File: src/rtl/hazard_unit_pkg.sv
// Shared constants for the hazard unit: bypass select encodings, select width
// computation and redirect kill-depth bounds.
package hazard_unit_pkg;

   // Bypass select encoding: 0 reads the register file, k selects in-flight stage k.
   localparam int BYPASS_REGFILE = 0;
   localparam int BYPASS_STAGE_X = 1;

   // Younger instructions squashed per redirect are limited to this range.
   localparam int KILL_DEPTH_MIN = 1;
   localparam int KILL_DEPTH_MAX = 4;
   localparam int KILL_CNT_W     = 2;

   // Width of one per-source bypass select field.
   function automatic int fwd_sel_w(input int fwd_depth);
      return $clog2(fwd_depth + 1);
   endfunction

   // Keep an out-of-range kill depth inside the supported window.
   function automatic int kill_depth_clamp(input int depth);
      if (depth < KILL_DEPTH_MIN) begin
         return KILL_DEPTH_MIN;
      end else if (depth > KILL_DEPTH_MAX) begin
         return KILL_DEPTH_MAX;
      end else begin
         return depth;
      end
   endfunction

endpackage

File: src/rtl/hazard_match.sv
// Per-source priority match of one decode operand against the in-flight
// pipeline entries. The youngest matching stage wins; x0 never matches.
module hazard_match
   import hazard_unit_pkg::*;
#(
   parameter int FWD_DEPTH = 2,
   parameter int RAW       = 5
) (
   input  logic [RAW-1:0]                   rs,
   input  logic                             rs_used,
   input  logic [FWD_DEPTH-1:0]             valid,
   input  logic [FWD_DEPTH-1:0]             rd_we,
   input  logic [FWD_DEPTH*RAW-1:0]         rd,
   input  logic                             is_load_x,
   output logic [fwd_sel_w(FWD_DEPTH)-1:0]  sel,
   output logic                             load_hit
);

   localparam int SW = fwd_sel_w(FWD_DEPTH);

   logic [FWD_DEPTH-1:0] hit_s;
   logic [SW-1:0]        sel_s;

   // Find every producing stage, then let the youngest (lowest index) win.
   always_comb begin
      hit_s = '0;
      sel_s = SW'(BYPASS_REGFILE);
      for (int k = 0; k < FWD_DEPTH; k++) begin
         hit_s[k] = rs_used && valid[k] && rd_we[k] &&
                    (rd[k*RAW +: RAW] == rs) && (rs != '0);
      end
      for (int k = FWD_DEPTH - 1; k >= 0; k--) begin
         if (hit_s[k]) begin
            sel_s = SW'(BYPASS_STAGE_X + k);
         end else begin
            sel_s = sel_s;
         end
      end
   end

   // A hit on the X-stage entry holding a load is a load-use hazard.
   always_comb begin
      sel      = sel_s;
      load_hit = hit_s[0] && is_load_x;
   end

endmodule

File: src/rtl/hazard_unit.sv
// Pipeline hazard unit: tracks in-flight destinations, selects X-stage bypass
// sources, stalls decode on load-use and memory stalls, and squashes younger
// instructions after a redirect.
module hazard_unit
   import hazard_unit_pkg::*;
#(
   parameter int NUM_SRC    = 2,
   parameter int FWD_DEPTH  = 2,
   parameter int KILL_DEPTH = 1,
   parameter int RAW        = 5,
   parameter int CNT_W      = 32
) (
   input  logic                                    clk,
   input  logic                                    reset,
   input  logic                                    id_valid,
   input  logic [NUM_SRC*RAW-1:0]                  id_rs,
   input  logic [NUM_SRC-1:0]                      id_rs_used,
   input  logic [RAW-1:0]                          id_rd,
   input  logic                                    id_rd_we,
   input  logic                                    id_is_load,
   input  logic                                    redirect,
   input  logic                                    mem_stall,
   output logic                                    stall_id,
   output logic                                    kill_id,
   output logic [NUM_SRC*fwd_sel_w(FWD_DEPTH)-1:0] x_fwd_sel,
   output logic                                    x_valid,
   output logic                                    x_rd_we,
   output logic [CNT_W-1:0]                        bubble_cnt
);

   localparam int SW = fwd_sel_w(FWD_DEPTH);
   localparam logic [KILL_CNT_W-1:0] KILL_LOAD =
      KILL_CNT_W'(kill_depth_clamp(KILL_DEPTH) - 1);

   // Entry k-1 in these vectors is pipeline stage k (index 0 is X).
   logic [FWD_DEPTH-1:0]     valid_r;
   logic [FWD_DEPTH-1:0]     we_r;
   logic [FWD_DEPTH*RAW-1:0] rd_r;
   // Only the X entry's load flag can create a load-use hazard.
   logic                     load_x_r;
   logic [NUM_SRC*SW-1:0]    sel_r;
   logic [KILL_CNT_W-1:0]    kill_cnt_r;
   logic                     pend_r;
   logic [CNT_W-1:0]         bubble_r;

   logic [NUM_SRC*SW-1:0]    sel_s;
   logic [NUM_SRC-1:0]       load_hit_s;
   logic                     advance_s;
   logic                     redirect_s;
   logic                     kill_s;
   logic                     load_use_s;
   logic                     stall_s;
   logic                     take_s;
   logic                     bubble_s;

   for (genvar s = 0; s < NUM_SRC; s++) begin : g_src
      hazard_match #(
         .FWD_DEPTH (FWD_DEPTH),
         .RAW       (RAW)
      ) u_match (
         .rs        (id_rs[s*RAW +: RAW]),
         .rs_used   (id_rs_used[s]),
         .valid     (valid_r),
         .rd_we     (we_r),
         .rd        (rd_r),
         .is_load_x (load_x_r),
         .sel       (sel_s[s*SW +: SW]),
         .load_hit  (load_hit_s[s])
      );
   end

   // Cycle control: kill takes priority over load-use; an empty decode slot never stalls.
   always_comb begin
      advance_s  = !mem_stall;
      redirect_s = redirect || pend_r;
      kill_s     = advance_s && (redirect_s || (kill_cnt_r != '0));
      load_use_s = id_valid && (|load_hit_s);
      stall_s    = mem_stall || (load_use_s && !kill_s);
      take_s     = id_valid && !stall_s && !kill_s;
      bubble_s   = advance_s && id_valid && !take_s;
   end

   // Outputs are forced quiet while reset is asserted.
   always_comb begin
      stall_id   = !reset && stall_s;
      kill_id    = !reset && kill_s;
      x_valid    = !reset && valid_r[0];
      x_rd_we    = !reset && we_r[0];
      x_fwd_sel  = sel_r;
      bubble_cnt = bubble_r;
   end

   // Pipeline entries shift toward WB on every advancing cycle; X takes decode or a bubble.
   always_ff @(posedge clk) begin
      if (reset) begin
         valid_r  <= '0;
         we_r     <= '0;
         rd_r     <= '0;
         load_x_r <= 1'b0;
      end else if (advance_s) begin
         for (int k = FWD_DEPTH - 1; k > 0; k--) begin
            valid_r[k]           <= valid_r[k-1];
            we_r[k]              <= we_r[k-1];
            rd_r[k*RAW +: RAW]   <= rd_r[(k-1)*RAW +: RAW];
         end
         valid_r[0]     <= take_s;
         we_r[0]        <= take_s && id_rd_we;
         rd_r[RAW-1:0]  <= take_s ? id_rd : '0;
         load_x_r       <= take_s && id_is_load;
      end
   end

   // Bypass selects follow the instruction into X and hold through memory stalls.
   always_ff @(posedge clk) begin
      if (reset) begin
         sel_r <= '0;
      end else if (advance_s) begin
         sel_r <= sel_s;
      end
   end

   // Redirect kill countdown; a redirect seen under a memory stall waits as pending.
   always_ff @(posedge clk) begin
      if (reset) begin
         kill_cnt_r <= '0;
         pend_r     <= 1'b0;
      end else if (advance_s) begin
         pend_r <= 1'b0;
         if (redirect_s) begin
            kill_cnt_r <= KILL_LOAD;
         end else if (kill_cnt_r != '0) begin
            kill_cnt_r <= kill_cnt_r - KILL_CNT_W'(1);
         end
      end else if (redirect) begin
         pend_r <= 1'b1;
      end
   end

   // Saturating count of bubbles inserted in place of a present decode instruction.
   always_ff @(posedge clk) begin
      if (reset) begin
         bubble_r <= '0;
      end else if (bubble_s && (bubble_r != '1)) begin
         bubble_r <= bubble_r + CNT_W'(1);
      end
   end

endmodule

File: config.mk
export PLATFORM = sky130hd
export DESIGN_NAME = hazard_unit
export DESIGN_NICKNAME = d
export VERILOG_FILES = /design/src/rtl/hazard_unit_pkg.sv /design/src/rtl/hazard_match.sv /design/src/rtl/hazard_unit.sv
export SDC_FILE = /design/constraint.sdc
export NUM_CORES = 1
export LEC_CHECK = 0
export CORE_ASPECT_RATIO = 0.5
export CORE_MARGIN = 8
export CORE_UTILIZATION = 31
export DETAILED_ROUTE_END_ITERATION = 10
export PLACE_DENSITY = 0.54
export SLEW_MARGIN = 30
export SYNTH_ARGS = -nofsm -noshare
export SYNTH_HDL_FRONTEND = slang
export SYNTH_SLANG_ARGS = --single-unit
File: constraint.sdc
create_clock -name clk -period 2.7 [get_ports clk]
set_input_delay 0.405 -clock clk [delete_from_list [all_inputs] [get_ports clk]]
set_output_delay 0.405 -clock clk [all_outputs]
set_load 0.01 [all_outputs]
After elaboration in Yosys (flattened, before gate mapping)
Index checks and enable logic that the tools add are counted.
Storage, ports and cells
  input port bits: 24
  flip-flop bits (word level): 54
  word-level logic and storage cells: 70
Cells by class
  $add $sub $neg: 2
  reduce and logical (&&, ||, !) cells: 47
  equal/unequal tests: 5
  mux-type cells: 7
  bitwise logic cells: 1
Operators by type and width (number)
  32-bit by 1-bit adder with 32-bit output (second input constant): 1
  1-bit logical AND: 32
  32-bit inequality test (second input constant): 1
  5-bit == test: 4
  2-bit 2-to-1 mux: 6
  5-bit nonzero test: 2
  1-bit zero test: 5
  5-bit 2-to-1 mux: 1
  2-bit nonzero test: 2
  2-bit OR reduction: 2
  1-bit logical OR: 3
  2-bit AND reduction: 1
  2-bit by 1-bit subtractor with 2-bit output (second input constant): 1
  1-bit NOT: 1

Logic depth before layout (Yosys ltp)
Gate-level depths: netlist of run 1.
  depth in word-level cells: 15
  gate-level depth with buffers: 9
  depth with buffers taken out: 7

Cells and area by module
From an unflattened synthesis of run 1, not the netlist that was laid out.
Unflattened totals
  cell total of the unflattened synthesis: 328
  area, all modules: 2897.8 um^2
Modules (own cells, without submodules)
  hazard_unit: instances 1, cells an instance 290, sequential area each 1081.0 um^2, area an instance 2567.5 um^2
  hazard_match: instances 2, cells an instance 19, sequential area each 0.0 um^2, area an instance 165.2 um^2

Worst setup path before layout of run 1
Ideal clock, no wire load.
  kind: input to register
  from: input port id_rs[5]
  to: register bubble_r[1], in the netlist bubble_cnt[1]
  library setup time: 0.128 ns
  data arrival time: 2.019 ns
  slack: 0.553 ns
  required time: 2.572 ns
  cell stages on the path: 8
  buffers on the path: 2
  cell sequence: or4_4 > o21ai_2 > nor3_2 > o311ai_4 > buf_2 > buf_4 > mux2i_1 > nor2_1
On the way
  word-level cells in the longest chain between the ends: 14
  elaborated cells between the ends (all ways): 15
Ends and longest elaborated chain
  start: declaration: RTL line hazard_unit.sv:16  | input logic [NUM_SRC*RAW-1:0] id_rs,
  5-bit == test: RTL line hazard_match.sv:30  | (rd[k*RAW +: RAW] == rs) && (rs != '0);
  1-bit logical AND: RTL line hazard_match.sv:29  | hit_s[k] = rs_used && valid[k] && rd_we[k] &&
  1-bit logical AND *: RTL line hazard_match.sv:30
  1-bit logical AND *: RTL line hazard_match.sv:44  | load_hit = hit_s[0] && is_load_x;
  2-bit OR reduction *: RTL line hazard_unit.sv:77  | load_use_s = id_valid && (|load_hit_s);
  1-bit logical AND *: RTL line hazard_unit.sv:77
  1-bit logical AND *: RTL line hazard_unit.sv:78  | stall_s = mem_stall || (load_use_s && !kill_s);
  1-bit logical OR *: RTL line hazard_unit.sv:78
  1-bit zero test *: RTL line hazard_unit.sv:79  | take_s = id_valid && !stall_s && !kill_s;
  1-bit logical AND * (2 in a row): RTL line hazard_unit.sv:79
  1-bit zero test *: RTL line hazard_unit.sv:80  | bubble_s = advance_s && id_valid && !take_s;
  1-bit logical AND *: RTL line hazard_unit.sv:80
  1-bit logical AND *: RTL line hazard_unit.sv:143  | end else if (bubble_s && (bubble_r != '1)) begin
  end signal: assignment: RTL line hazard_unit.sv:144  | bubble_r <= bubble_r + CNT_W'(1);
  end: declaration: RTL line hazard_unit.sv:44  | logic [CNT_W-1:0] bubble_r;
Every way passes the cells marked *; elsewhere a longest branch is shown, timed or not.
A chain may end at the register's enable or synchronous reset.

Final worst setup path of run 1
  from: input port id_rs[2]
  to: output port stall_id
On the way
  word-level cells in the longest chain between the ends: 9
  elaborated cells between the ends (all ways): 10
Ends and longest elaborated chain
  5-bit == test: RTL line hazard_match.sv:30
  1-bit logical AND: RTL line hazard_match.sv:29
  1-bit logical AND *: RTL line hazard_match.sv:30
  1-bit logical AND *: RTL line hazard_match.sv:44
  2-bit OR reduction *: RTL line hazard_unit.sv:77
  1-bit logical AND *: RTL line hazard_unit.sv:77
  1-bit logical AND *: RTL line hazard_unit.sv:78
  1-bit logical OR *: RTL line hazard_unit.sv:78
  1-bit logical AND *: RTL line hazard_unit.sv:85  | stall_id = !reset && stall_s;
  end: declaration: RTL line hazard_unit.sv:23  | output logic stall_id,
Marked as above.

==> results of run 1 <==
[logic make-up (layout without fill, tap and decap cells)]
group	after synthesis	after routing	share of synthesized area [%]
adders and majority gates	2	2	0.9094
buffers and inverters	27	107	3.957
and+or+nand+nor	129	129	26.56
AOI/OAI and AO/OA	74	74	17.74
xor gates and xnor gates	21	21	6.685
DFF	54	54	39.29
muxes	13	13	4.866
[cell usage after synthesis (all sizes together), types with 2 or more instances]
cell | n | share of area, %
or3 | 21 | 4.8
nand4 | 11 | 2.5
nor2 | 22 | 3.0
a21oi | 29 | 5.3
xnor2 | 16 | 5.1
mux2i | 10 | 3.6
a22o | 7 | 2.2
xor2 | 5 | 1.6
and3 | 4 | 0.91
dfxtp | 54 | 39
buf | 6 | 1.1
inv | 10 | 1.4
or4 | 9 | 2.6
clkbuf | 11 | 1.5
or2 | 2 | 0.55
nor4 | 9 | 2.3
nand2 | 13 | 1.8
nor3 | 4 | 1.1
and4 | 2 | 0.64
mux2 | 3 | 1.2
ha | 2 | 0.91
nor2b | 6 | 1.4
nand3 | 23 | 4.2
a21o | 2 | 0.59
o21ai | 22 | 4.3
o31ai | 8 | 2.2
[registers in the layout, summed over array words and instances, names as in the netlist]
register    cells
bubble_cnt     32
rd_r           10
x_fwd_sel       4
kill_cnt_r      2
valid_r         2
we_r            2
load_x_r        1
pend_r          1
[worst min path at each step]
| stage | start | endpoint | slack [ns] |
|---|---|---|---|
| final | x_fwd_sel[3] | x_fwd_sel[3] | 0.48 |
| after global routing | x_fwd_sel[3] | x_fwd_sel[3] | 0.50 |
| after CTS | x_fwd_sel[3] | x_fwd_sel[3] | 0.48 |
| after detailed placement | x_fwd_sel[3] | x_fwd_sel[3] | 0.44 |
| after global placement | x_fwd_sel[3] | x_fwd_sel[3] | 0.47 |
| after floorplan | kill_cnt_r[1] | kill_cnt_r[1] | 0.46 |
[routing by layer]
layer / wire, um / GRT usage [%]
met2: 3804 / 23.00
met4: 50 / 2.997
met5: 0 / 0
met3: 405 / 3.480
met1: 3460 / 14.50
[power by group]
group | switching [mW] | internal [mW]
Combinational | 0.0743 | 0.0898
Clock | 0.279 | 0.360
Sequential | 0.0101 | 0.804
Total | 0.363 | 1.25
[worst max-delay path, cell delays in order]
cell             delay, ns
clkdlybuf4s50_1       0.42
or4_4                 0.55
o21ai_4               0.18
nor3_2                0.07
or2_4                 0.23
a41oi_2               0.17
nor2_1                0.06
buf_2                 0.14
[cell type report]
| cell class | count | area share, % |
|---|---|---|
| multi-input combinational | 239 | 41.05 |
| sequential | 54 | 27.95 |
| timing repair buffer | 91 | 22.65 |
| tap | 117 | 3.785 |
| clock buffer | 6 | 3.591 |
| inverter | 10 | 0.9706 |
[stage by stage]
stage / worst slack [ns] / hold slack, ns
after floorplan: 0.5534 / 0.4570
after global placement: -0.3219 / 0.4664
after detailed placement: -0.3484 / 0.4411
after CTS: 0.03713 / 0.4811
after global routing: 0.01523 / 0.5041
final: 0.07002 / 0.4842
[repair_timing]
item | in CTS | in global routing
gates cloned | 0 | 0
resized for setup | 8 | 3
buffers inserted | 0 | 0
pin swaps | 2 | 3
endpoints found under the setup margin | 1 | 1
hold buffers | 0 | 0
==> impl_results.html, run 1 <==
<table>
<tr><th>Metric</th><th>Value</th></tr>
<tr><th colspan="2">Timing</th></tr>
<tr><td>Pin slew with the least headroom to its limit</td><td>0.4736 ns</td></tr>
<tr><td>Headroom to the max-slew limit</td><td>68.16%</td></tr>
<tr><td>Highest achievable clock rate</td><td>0.3802 GHz</td></tr>
<tr><td>Shortest clock period the worst path allows after layout</td><td>2.630 ns</td></tr>
<tr><td>RSZ-0062 raised after global routing</td><td>no</td></tr>
<tr><td>Clock tree skew after final layout</td><td>0.002443 ns</td></tr>
<tr><td>Pins Over Slew Limit</td><td>0</td></tr>
<tr><td>Ratio of final minimum period to clock period</td><td>97.41%</td></tr>
<tr><td>Hold violation count in the final report</td><td>0</td></tr>
<tr><td>Total negative slack for setup checks</td><td>0 ns</td></tr>
<tr><td>Number of endpoints failing setup at the final stage</td><td>0</td></tr>
<tr><th colspan="2">Yosys</th></tr>
<tr><td>Net Count, Synth</td><td>346</td></tr>
<tr><td>Syn Std Cell Area</td><td>0.002751 sq mm</td></tr>
<tr><td>Flip-flop and latch count after synthesis</td><td>54</td></tr>
<tr><td>Leading register cell type out of synthesis</td><td>dfxtp_1</td></tr>
<tr><td>Average cell area after synthesis</td><td>8.598 sq um</td></tr>
<tr><td>Yosys cell types</td><td>45</td></tr>
<tr><td>Async set or reset register ratio after synthesis</td><td>0%</td></tr>
<tr><td>Number of enable flip-flop cells after synthesis</td><td>0</td></tr>
<tr><td>Count of yosys warnings during synthesis</td><td>0</td></tr>
<tr><td>Part of the Yosys area used for sequential elements</td><td>39.29%</td></tr>
<tr><td>Cell count after synthesis</td><td>320</td></tr>
<tr><th colspan="2">Final layout</th></tr>
<tr><td>Layout Cell Area excl Fill</td><td>0.003867 sq mm</td></tr>
<tr><td>Layout fillers</td><td>835</td></tr>
<tr><td>Area occupied by registers</td><td>0.001081 sq mm</td></tr>
<tr><td>Multi-input gate area</td><td>0.001588 sq mm</td></tr>
<tr><td>Most common cell after layout, fill and taps aside</td><td>clkdlybuf4s50_1</td></tr>
<tr><td>Share of post-route cells with drive strength above 1</td><td>13.00%</td></tr>
<tr><td>Area growth from synthesis to layout</td><td>40.56%</td></tr>
<tr><td>Post-Route Utilization</td><td>44.56%</td></tr>
<tr><td>Ant diodes</td><td>0</td></tr>
<tr><td>Most used cells in the layout excluding fill and tap cells</td><td>clkdlybuf4s50_1 (58), dfxtp_1 (54), a21oi_1 (29), buf_4 (25), nand3_1 (23)</td></tr>
<tr><td>Total number of nets in the final design</td><td>427</td></tr>
<tr><td>Number of standard cells in the final layout excluding fillers</td><td>517</td></tr>
<tr><th colspan="2">Setup path</th></tr>
<tr><td>Number of cells on the worst reg-to-reg path</td><td>8</td></tr>
<tr><td>Critical Path End Type</td><td>primary output</td></tr>
<tr><td>Setup slack of the worst register-to-register path</td><td>0.39 ns</td></tr>
<tr><td>Worst flop-to-flop path endpoint</td><td>bubble_cnt[27]</td></tr>
<tr><td>Launching instance or port of the critical path</td><td>id_rs[2]</td></tr>
<tr><td>Required time at the endpoint of the critical path</td><td>2.30 ns</td></tr>
<tr><td>Crit path to</td><td>stall_id</td></tr>
<tr><td>Worst reg2reg path startpoint</td><td>kill_cnt_r[0]</td></tr>
<tr><td>Data arrival time at the worst-slack endpoint</td><td>2.22 ns</td></tr>
<tr><td>Worst Setup Start Kind</td><td>primary input</td></tr>
<tr><td>Setup Crit Path Kind</td><td>in2out</td></tr>
<tr><td>Largest fanout on the critical path</td><td>2</td></tr>
<tr><th colspan="2">Clocking</th></tr>
<tr><td>TritonCTS clock tree</td><td>yes</td></tr>
<tr><td>Total clock sinks</td><td>54</td></tr>
<tr><td>CTS Root Cell</td><td>clkbuf_16</td></tr>
<tr><td>Latest clock arrival within the worst-skew pair</td><td>0.29 ns</td></tr>
<tr><td>H-tree level count</td><td>2</td></tr>
<tr><td>CTS Buffer Depth</td><td>2</td></tr>
<tr><td>Number of clock buffers inserted by TritonCTS</td><td>5</td></tr>
<tr><td>Clock-pin slew reported for the worst setup and hold paths after clock tree synthesis</td><td>0.07 ns</td></tr>
<tr><th colspan="2">Outcome</th></tr>
<tr><td>Run status</td><td>finished, final reports clean</td></tr>
<tr><th colspan="2">Die</th></tr>
<tr><td>Core area</td><td>0.008678 sq mm</td></tr>
<tr><td>Number of ports placed on the die boundary</td><td>64</td></tr>
<tr><td>Die Width</td><td>149.2 um</td></tr>
<tr><td>Number of core rows</td><td>24</td></tr>
<tr><td>Die outline area</td><td>0.01233 sq mm</td></tr>
<tr><td>Effective utilization at floorplan</td><td>31.70%</td></tr>
<tr><td>Vertical die dimension</td><td>82.62 um</td></tr>
<tr><th colspan="2">Placed design</th></tr>
<tr><td>Placed instance count</td><td>511</td></tr>
<tr><td>Area after detailed placement</td><td>0.003700 sq mm</td></tr>
<tr><td>Number of input and output port buffers inserted</td><td>63</td></tr>
<tr><td>HPWL after DPL</td><td>5795 um</td></tr>
<tr><td>GP Congestion</td><td>0.8282</td></tr>
<tr><th colspan="2">Pwr</th></tr>
<tr><td>Post-route total power</td><td>1.617 mW</td></tr>
<tr><td>Maximum ir drop on the vdd rail</td><td>0.2276 mV</td></tr>
<tr><td>Static leakage</td><td>1.308 nW</td></tr>
<tr><td>Areal power density over the cells</td><td>418.1 mW/mm^2</td></tr>
<tr><th colspan="2">Job</th></tr>
<tr><td>Number of max-capacitance violations reported</td><td>0</td></tr>
<tr><th colspan="2">Detailed routing</th></tr>
<tr><td>Detailed-route via count</td><td>2655</td></tr>
<tr><td>First-pass iteration count of the detailed router</td><td>4</td></tr>
<tr><td>DR WL/cell</td><td>14.93 um</td></tr>
<tr><td>Per-cell via count in the routed design</td><td>5.135</td></tr>
<tr><td>Detailed-route wire length</td><td>7721 um</td></tr>
<tr><td>Post-route DRC violation count</td><td>0</td></tr>
<tr><td>Remaining antenna violation count after routing</td><td>0</td></tr>
<tr><td>Initial detailed-routing violation count</td><td>121</td></tr>
<tr><th colspan="2">Hold path</th></tr>
<tr><td>Number of cells on the worst hold path</td><td>2</td></tr>
<tr><td>Worst min path class</td><td>reg2reg</td></tr>
<tr><th colspan="2">Global routing</th></tr>
<tr><td>Tot GR Track Use</td><td>12.54%</td></tr>
<tr><td>Via count of the first global-routing pass</td><td>2617</td></tr>
<tr><td>Global-route wire length before repair</td><td>12720 um</td></tr>
<tr><td>Total overflow reported by the global router</td><td>0</td></tr>
<tr><td>Pin count of the biggest net entering global routing</td><td>36</td></tr>
<tr><td>Number of antenna violations at the first check in global routing</td><td>0</td></tr>
</table>
No activity file was read; power rests on OpenSTA's default activity.
==> run 2, diff against run 1 <==
- CORE_MARGIN: 8 -> default
- RECOVER_POWER: default -> 100
- SKIP_LAST_GASP: default -> 1
==> impl_results.html, run 2 (synthesis gave the netlist of run 1 again) <==
<table>
<tr><th>Metric</th><th>Value</th></tr>
<tr><th colspan="2">Placed design</th></tr>
<tr><td>GP Congestion</td><td>0.8048</td></tr>
<tr><td>Pre-CTS setup slack</td><td>-0.3644 ns</td></tr>
<tr><td>Number of input and output port buffers inserted</td><td>63</td></tr>
<tr><td>HPWL after DPL</td><td>5475 um</td></tr>
<tr><th colspan="2">Die</th></tr>
<tr><td>Number of ports placed on the die boundary</td><td>64</td></tr>
<tr><td>Die Width</td><td>135.2 um</td></tr>
<tr><td>Vertical die dimension</td><td>68.62 um</td></tr>
<tr><td>Number of core rows</td><td>23</td></tr>
<tr><td>Core area</td><td>0.008288 sq mm</td></tr>
<tr><td>Die outline area</td><td>0.009279 sq mm</td></tr>
<tr><td>Effective utilization at floorplan</td><td>33.20%</td></tr>
<tr><th colspan="2">Final layout</th></tr>
<tr><td>Total number of nets in the final design</td><td>430</td></tr>
<tr><td>Most used cells in the layout excluding fill and tap cells</td><td>dfxtp_1 (54), clkdlybuf4s50_1 (35), a21oi_1 (29), buf_4 (24), nand3_1 (23)</td></tr>
<tr><td>Number of flip-flops in the largest register</td><td>32</td></tr>
<tr><td>Ant diodes</td><td>0</td></tr>
<tr><td>Layout fillers</td><td>826</td></tr>
<tr><td>Area growth from synthesis to layout</td><td>40.79%</td></tr>
<tr><td>Most common cell after layout, fill and taps aside</td><td>dfxtp_1</td></tr>
<tr><td>Share of post-route cells with drive strength above 1</td><td>13.09%</td></tr>
<tr><th colspan="2">Detailed routing</th></tr>
<tr><td>Detailed-route wire length</td><td>7422 um</td></tr>
<tr><td>Initial detailed-routing violation count</td><td>97</td></tr>
<tr><td>Post-route DRC violation count</td><td>0</td></tr>
<tr><td>Per-cell via count in the routed design</td><td>5.110</td></tr>
<tr><td>DR WL/cell</td><td>14.36 um</td></tr>
<tr><td>Remaining antenna violation count after routing</td><td>0</td></tr>
<tr><td>Detailed-route via count</td><td>2642</td></tr>
<tr><td>First-pass iteration count of the detailed router</td><td>4</td></tr>
<tr><th colspan="2">Setup path</th></tr>
<tr><td>Critical path depth in cells</td><td>8</td></tr>
<tr><td>Launching instance or port of the critical path</td><td>id_rs[3]</td></tr>
<tr><td>Worst Setup Start Kind</td><td>primary input</td></tr>
<tr><td>Setup Crit Path Kind</td><td>in2out</td></tr>
<tr><td>Number of cells on the worst reg-to-reg path</td><td>8</td></tr>
<tr><td>Crit path max-delay family</td><td>simple AND/OR/NAND/NOR gates</td></tr>
<tr><td>Crit-path slowest cell</td><td>or4_4</td></tr>
<tr><td>Setup slack of the worst register-to-register path</td><td>0.35 ns</td></tr>
<tr><td>Worst reg2reg path startpoint</td><td>bubble_cnt[14]</td></tr>
<tr><td>Data arrival time at the worst-slack endpoint</td><td>2.17 ns</td></tr>
<tr><td>Worst flop-to-flop path endpoint</td><td>bubble_cnt[12]</td></tr>
<tr><td>Required time at the endpoint of the critical path</td><td>2.30 ns</td></tr>
<tr><td>Crit path cell chain</td><td>clkdlybuf4s50_1 &gt; or4_4 &gt; o21ai_4 &gt; nor3_2 &gt; or2_4 &gt; a41oi_2 &gt; nor2_1 &gt; clkbuf_2</td></tr>
<tr><td>Largest fanout on the critical path</td><td>2</td></tr>
<tr><td>Crit path to</td><td>stall_id</td></tr>
<tr><td>Number of buffer and inverter stages on the critical path</td><td>2</td></tr>
<tr><td>Crit path largest cell delay</td><td>0.44 ns</td></tr>
<tr><td>Critical Path End Type</td><td>primary output</td></tr>
<tr><th colspan="2">Timing</th></tr>
<tr><td>Hold violation count in the final report</td><td>0</td></tr>
<tr><td>Number of endpoints failing setup at the final stage</td><td>0</td></tr>
<tr><td>Highest achievable clock rate</td><td>0.3877 GHz</td></tr>
<tr><td>Total negative slack for setup checks</td><td>0 ns</td></tr>
<tr><td>RSZ-0062 raised after global routing</td><td>no</td></tr>
<tr><td>Pin slew with the least headroom to its limit</td><td>0.5499 ns</td></tr>
<tr><td>Ratio of final minimum period to clock period</td><td>95.52%</td></tr>
<tr><td>Shortest clock period the worst path allows after layout</td><td>2.579 ns</td></tr>
<tr><td>Pins Over Slew Limit</td><td>0</td></tr>
<tr><td>Headroom to the max-slew limit</td><td>63.34%</td></tr>
<tr><td>Final worst setup slack</td><td>0.1209 ns</td></tr>
<tr><td>Clock tree skew after final layout</td><td>0.005527 ns</td></tr>
<tr><th colspan="2">Global routing</th></tr>
<tr><td>Total overflow reported by the global router</td><td>0</td></tr>
<tr><td>Via count of the first global-routing pass</td><td>2555</td></tr>
<tr><td>Global-route wire length before repair</td><td>12130 um</td></tr>
<tr><td>Pin count of the biggest net entering global routing</td><td>52</td></tr>
<tr><td>Tot GR Track Use</td><td>16.97%</td></tr>
<tr><td>Number of antenna violations at the first check in global routing</td><td>0</td></tr>
<tr><th colspan="2">Pwr</th></tr>
<tr><td>Maximum ir drop on the vdd rail</td><td>0.2316 mV</td></tr>
<tr><td>Static leakage</td><td>1.419 nW</td></tr>
<tr><td>Areal power density over the cells</td><td>438.9 mW/mm^2</td></tr>
<tr><th colspan="2">Clocking</th></tr>
<tr><td>Number of clock buffers inserted by TritonCTS</td><td>5</td></tr>
<tr><td>CTS Buffer Depth</td><td>2</td></tr>
<tr><td>TritonCTS clock tree</td><td>yes</td></tr>
<tr><td>Clock-pin slew reported for the worst setup and hold paths after clock tree synthesis</td><td>0.07 ns</td></tr>
<tr><td>CTS Root Cell</td><td>clkbuf_16</td></tr>
<tr><td>H-tree level count</td><td>2</td></tr>
<tr><td>Hold buffer count at cts</td><td>0</td></tr>
<tr><td>Latest clock arrival within the worst-skew pair</td><td>0.30 ns</td></tr>
<tr><td>Total clock sinks</td><td>54</td></tr>
<tr><th colspan="2">Hold path</th></tr>
<tr><td>Worst min path class</td><td>reg2reg</td></tr>
<tr><td>Beginning of the worst hold path</td><td>x_fwd_sel[3]</td></tr>
<tr><th colspan="2">Job</th></tr>
<tr><td>Number of max-capacitance violations reported</td><td>0</td></tr>
<tr><th colspan="2">Outcome</th></tr>
<tr><td>Run status</td><td>finished, final reports clean</td></tr>
</table>
-- run 2: changes by cell type in the layout (fill, tap and decap cells not counted), sizes merged --
cell,previous run,this run
buf,30,26
bufinv,0,1
clkbuf,6,12
clkdlybuf4s50,58,35
clkinv,0,2
dlygate4sd3,0,19
dlymetal6s2s,3,7
-- run 2: worst min path at each step --
stage          depth (start not counted)  slack (ns)            end
2_1_floorplan                          2        0.46  kill_cnt_r[1]
3_3_place_gp                           2        0.47  kill_cnt_r[1]
3_5_place_dp                           2        0.47   x_fwd_sel[3]
4_1_cts                                2        0.49   x_fwd_sel[1]
5_1_grt                                2        0.50   x_fwd_sel[1]
6_report                               2        0.48   x_fwd_sel[3]
-- run 2: stage by stage --
| stage | power, mW | hold slack [ns] | instance area [sq um] | util (%) | cells |
|---|---|---|---|---|---|
| floorplan | 0.9035 | 0.4570 | 2751 | - | 320 |
| global placement | 0.9900 | 0.4664 | 3684 | 44.44 | 508 |
| detailed placement | 0.9936 | 0.4696 | 3684 | 44.44 | 508 |
| CTS | 1.729 | 0.4868 | 3859 | 46.56 | 516 |
| global route | 1.776 | 0.4955 | 3874 | 46.74 | 517 |
| finish | 1.700 | 0.4839 | 3874 | 46.74 | 517 |
-- run 2: what timing repair did --
action	4_1_cts	5_1_grt
pin swaps	0	6
gates resized for setup	6	10
setup endpoints to repair	1	1
setup buffers	0	1
cloned	0	0
-- run 2: area by class of cell --
| class | instances | area (sq um) | share of cell area (%) |
|---|---|---|---|
| clock buffers | 5 | 125.1 | 3.230 |
| flip-flops and latches | 54 | 1081 | 27.91 |
| repair buffers | 94 | 868.3 | 22.42 |
| well taps | 112 | 140.1 | 3.618 |
| inverters | 10 | 37.54 | 0.9690 |
| multi-input cells | 239 | 1582 | 40.83 |
| clock inverters | 3 | 40.04 | 1.034 |
-- run 2: routing by layer --
layer  GRT usage (%)  vias to the layer above  share of wire (%)
met3           4.167                        7                3.5
met2           29.68                       49                 48
met5               0                        -                  0
met4           4.635                        0               0.85
li1                -                     1346                  -
met1           21.17                     1240                 48
-- run 2: worst min-delay path: stages (launching register included) --
cell     delay, ns
dfxtp_1       0.33
nand2_1       0.05
o21ai_0       0.07
-- run 2: report_power, final --
group          internal, mW  total [mW]  leakage [nW]  switching (mW)
clock                 0.435       0.727        0.0836           0.293
sequential            0.804       0.814         0.436          0.0102
combinational        0.0840       0.159         0.899          0.0748
total                  1.32        1.70          1.42           0.378
